$ cat config.mk
export PLATFORM = sky130hd
export DESIGN_NAME = serial_subtractor
export DESIGN_NICKNAME = d
export VERILOG_FILES = /design/src/rtl/serial_subtractor.sv
export SDC_FILE = /design/constraint.sdc
export NUM_CORES = 1
export LEC_CHECK = 0
export ABC_AREA = 1
export CORE_UTILIZATION = 50
export CTS_CLUSTER_DIAMETER = 120
export DETAILED_ROUTE_END_ITERATION = 12
export PLACE_DENSITY = 0.76
export SYNTH_ARGS = -nofsm -noshare
export SYNTH_HDL_FRONTEND = slang
export SYNTH_SLANG_ARGS = --single-unit
export TNS_END_PERCENT = 50
$ cat constraint.sdc
create_clock -name clk -period 1.6 [get_ports clk]
set_input_delay 0.4 -clock clk [delete_from_list [all_inputs] [get_ports clk]]
set_output_delay 0.4 -clock clk [all_outputs]
set_load 0.1 [all_outputs]
$ cat src/rtl/serial_subtractor.sv
// Bit-serial signed subtractor: C = A - B over WIDTH cycles, LSB first, reusing one
// full-adder cell with a registered carry (A + ~B + 1). Signed overflow is reported with C.
module serial_subtractor #(
  parameter int WIDTH = 6
) (
  input  logic             clk,
  input  logic             rst,
  input  logic             start,
  input  logic [WIDTH-1:0] A,
  input  logic [WIDTH-1:0] B,
  output logic             busy,
  output logic             done,
  output logic [WIDTH-1:0] C,
  output logic             overflow
);

  localparam int CW = (WIDTH > 1) ? $clog2(WIDTH) : 1;
  localparam logic [CW-1:0] LAST = CW'(WIDTH - 1);

  typedef enum logic [0:0] {
    IDLE = 1'b0,
    RUN  = 1'b1
  } state_t;

  state_t           state;
  state_t           state_next;
  logic [WIDTH-1:0] sa;
  logic [WIDTH-1:0] sb;
  logic [WIDTH-2:0] res;
  logic [CW-1:0]    cnt;
  logic             carry;
  logic             a_sign;
  logic             b_sign;

  logic             sum;
  logic             carry_next;
  logic             last_bit;
  logic [WIDTH-1:0] res_next;

  // State register
  always_ff @(posedge clk or posedge rst) begin
    if (rst) begin
      state <= IDLE;
    end else begin
      state <= state_next;
    end
  end

  // Next-state logic and the shared full-adder cell
  always_comb begin
    state_next = state;
    sum        = sa[0] ^ sb[0] ^ carry;
    carry_next = (sa[0] & sb[0]) | (sa[0] & carry) | (sb[0] & carry);
    last_bit   = (cnt == LAST);
    res_next   = {sum, res};
    case (state)
      IDLE: begin
        if (start) begin
          state_next = RUN;
        end else begin
          state_next = IDLE;
        end
      end
      RUN: begin
        if (last_bit) begin
          state_next = IDLE;
        end else begin
          state_next = RUN;
        end
      end
      default: state_next = IDLE;
    endcase
  end

  // Operand capture, bit-serial datapath and registered outputs
  always_ff @(posedge clk or posedge rst) begin
    if (rst) begin
      sa       <= '0;
      sb       <= '0;
      res      <= '0;
      cnt      <= '0;
      carry    <= 1'b0;
      a_sign   <= 1'b0;
      b_sign   <= 1'b0;
      busy     <= 1'b0;
      done     <= 1'b0;
      C        <= '0;
      overflow <= 1'b0;
    end else begin
      done <= 1'b0;
      case (state)
        IDLE: begin
          if (start) begin
            // Subtraction as A + ~B with the +1 injected through the carry
            sa     <= A;
            sb     <= ~B;
            carry  <= 1'b1;
            a_sign <= A[WIDTH-1];
            b_sign <= B[WIDTH-1];
            cnt    <= '0;
            busy   <= 1'b1;
          end
        end
        RUN: begin
          carry <= carry_next;
          res   <= res_next[WIDTH-1:1];
          sa    <= {1'b0, sa[WIDTH-1:1]};
          sb    <= {1'b0, sb[WIDTH-1:1]};
          cnt   <= cnt + CW'(1);
          if (last_bit) begin
            C        <= res_next;
            overflow <= (a_sign & ~b_sign & ~sum) | (~a_sign & b_sign & sum);
            done     <= 1'b1;
            busy     <= 1'b0;
          end
        end
        default: begin
          busy <= 1'b0;
        end
      endcase
    end
  end

endmodule

==> flow_summary_export.csv, run 1 <==
group,metric,value,unit
outcome,outcome,"finished clean",
grt,grt_pass1_wl,3680,um
timing,fin_crit,1.42,ns
drt,wl,2230,um
timing,fmax,0.704,GHz
synthesis,synth_area,0.00135,sq mm
timing,rsz0062_at_grt,"no",
floorplan,row_count,18,
final_layout,fillers,197,
synthesis,synth_area_per_cell,9.34,sq um
timing,max_slew_margin,77.0,%
hold_path,hold_class,"in2async",
timing,holdWs,0.401,ns
setup_path,cpMostUsedCell,"nand2_1",
synthesis,syn-num-nets,162,
final_layout,seq_area,826,sq um
drt,vias_per_cell,4.92,
final_layout,diodes,0,
setup_path,path_class,"reg2reg",
pwr,p_leak,0.861,nW
synthesis,ys_types,18,
grt,grt_start_max_net_pins,34,
floorplan,num_io_pins,24,
floorplan,die-area,0.00290,sq mm
timing,hold_violations,0,
synthesis,seq_area_frac_synth,61.4,%
drt,num_vias,999,
clocking,cts.clk_slew.worst_paths,0.10,ns
setup_path,crit_chain,"fa_1 -> inv_1 -> nand3_1 -> nand2_1 -> nand2_1 -> nand2_1",
drt,first_pass_iters,4,
place,port_buffers,23,
timing,maxSlewViolCount,0,
synthesis,yosys.area.top_type,"dfrtp_1",
clocking,clock_latency,0.33,ns
pwr,ir_drop,1.64,mV
clocking,cts_made_buffers,5,
synthesis,ys_warn_count,0,
timing,skew,0.0139,ns
timing,fin_setup_tns,0,ns
final_layout,layout.cells.non_filler,203,
final_layout,fin_nets,190,
setup_path,r2r_cells,6,
clocking,cts.sinks,33,
drt,drt_iter0_drc,20,
final_layout,drive_gt1_share,13.3,%
clocking,cts_resized,0,
final_layout,syn_to_final_growth,31.1,%
final_layout,multi_input_area,429,sq um
setup_path,crit_path_end_kind,"register",
place,hpwl,1650,um
clocking,clock_path_buffers,2,
setup_path,path_max_fanout,3,
setup_path,cp-start-kind,"register",
drt,ant_nets,0,
setup_path,slowest_delay,0.59,ns
floorplan,die_h,53.9,um
grt,grt_overflow,0,
clocking,cts_setup_buffers,0,
floorplan,initial_core_util,53.8,%
synthesis,ys_seq_elements,33,
setup_path,required,1.82,ns
floorplan,core_region_area,0.00250,sq mm
timing,tightest_slew,0.345,ns
synthesis,syn_inst,144,
grt,antenna_found_initial,0,
place,gp_congestion,0.808,
grt,gr-usage-all-layers,18.9,%
synthesis,synth_area_leaders,"dfrtp_1 (61%), nand2_1 (13%), inv_1 (4.2%)",
clocking,cts_hold_buffers,0,
setup_path,slowest_stage,"fa_1",
drt,drc,0,
run,drv_cap,0,
clocking,h-tree-depth,2,
clocking,tritoncts,"built",
floorplan,dieWidth,53.9,um
drt,avgRoutedWirePerCell,11.0,um
grt,grt_pass1_vias,884,
final_layout,final_util,70.5,%
timing,setup_violations,0,
timing,post-route-period-util,88.8,%
clocking,root_buffer,"clkbuf_4",
setup_path,critPathArrivalTime,1.64,ns
pwr,powerDensity,2180,mW/mm^2
synthesis,yosys.area.top_type_share,61.4,%
place,dp.cells,195,
-- logic make-up (layout without fill, tap and decap cells) --
group,Yosys count,in the layout,synth area share (%)
flops,33,33,61.4
simple gates,62,62,18.6
buf+inv,22,51,6.70
compound gates,24,24,9.95
fa+ha+maj,3,3,3.35
-- where the power goes --
part	switching [W]	internal, W
Clock	0.000269	0.000167
Sequential	0.000281	0.00119
Combinational	0.00122	0.000711
Total	0.00177	0.00207
-- flip-flops by register name (all words and copies together), names as in the netlist --
| signal | count |
|---|---|
| state | 1 |
| busy | 1 |
| C | 6 |
| a_sign | 1 |
| sa | 6 |
| carry | 1 |
| cnt | 3 |
| res | 5 |
| sb | 6 |
| done | 1 |
| overflow | 1 |
| b_sign | 1 |
-- cell type report --
cell class,instances,share of cell area [%]
Clock buffer,6,2.34
Clock inverter,2,0.568
Inverter,17,3.62
Multi-Input combinational cell,89,24.3
Sequential cell,33,46.8
Tap cell,30,2.13
Timing Repair Buffer,26,20.2
-- through the flow --
step           power (W)  setup WS [ns]  cell area, sq um
2_1_floorplan    0.00276          0.291              1350
4_1_cts          0.00387          0.186              1760
3_3_place_gp     0.00338         0.0464              1710
3_5_place_dp     0.00343        0.00991              1710
5_1_grt          0.00411         0.0396              1760
6_report         0.00384          0.179              1760
-- critical path, delay by kind of cell, from the launching register on --
family	cells	cell delay [ns]
and+or+nand+nor	4	0.24
adders and majority gates	1	0.59
DFF	1	0.42
buffers and inverters	1	0.06
-- synthesized netlist by cell type, drive strengths merged --
cell type   n
inv        17
nand3       8
a21oi       1
o211ai      5
o21ai      17
o22ai       1
nor2        6
clkbuf      1
ha          2
fa          1
dfrtp      33
buf         4
nand2      48
-- final timing paths --
kind | from | slack [ns] | to
worst min register to register | res[4] | 0.49 | res[3]
worst min-delay path | rst | 0.40 | done
min in group clk | res[4] | 0.49 | res[3]
worst max register to register | sa[0] | 0.18 | overflow
max in group asynchronous | rst | 1.02 | carry
worst max-delay path | sa[0] | 0.18 | overflow
-- layout by cell type (no fill, tap or decap) --
cell / synthesis / routed
nand3_2: 1 / 1
nand3_1: 7 / 7
o211ai_1: 5 / 5
clkbuf_4: 0 / 5
nor2_2: 1 / 1
clkdlybuf4s50_1: 0 / 14
clkinv_2: 0 / 2
o21ai_1: 9 / 9
inv_1: 15 / 15
clkbuf_1: 1 / 1
inv_2: 2 / 2
ha_1: 2 / 2
buf_12: 0 / 10
buf_4: 1 / 2
o21ai_0: 8 / 8
a21oi_1: 1 / 1
nor2_1: 5 / 5
o22ai_1: 1 / 1
dfrtp_1: 33 / 33
nand2_1: 48 / 48
fa_1: 1 / 1
-- layer usage --
metal / part of all wire, % / wire (um) / vias to the layer above / global-route usage [%]
li1: - / - / 510 / -
met1: 46 / 1020 / 459 / 24.3
met2: 48 / 1070 / 25 / 27.6
met3: 4.9 / 110 / 5 / 5.93
met4: 1.7 / 39 / 0 / 11.8
met5: 0 / 0 / - / 0
(Power assumes the default switching activity.)
==> run 2: changes to the inputs <==
--- a/config.mk
+++ b/config.mk
@@ -10,6 +10,7 @@
 export CTS_CLUSTER_DIAMETER = 120
 export DETAILED_ROUTE_END_ITERATION = 12
 export PLACE_DENSITY = 0.76
+export SLEW_MARGIN = 5
 export SYNTH_ARGS = -nofsm -noshare
 export SYNTH_HDL_FRONTEND = slang
 export SYNTH_SLANG_ARGS = --single-unit
==> results of run 2 <==
Final layout, timing and power as in run 1 (identical DEF).
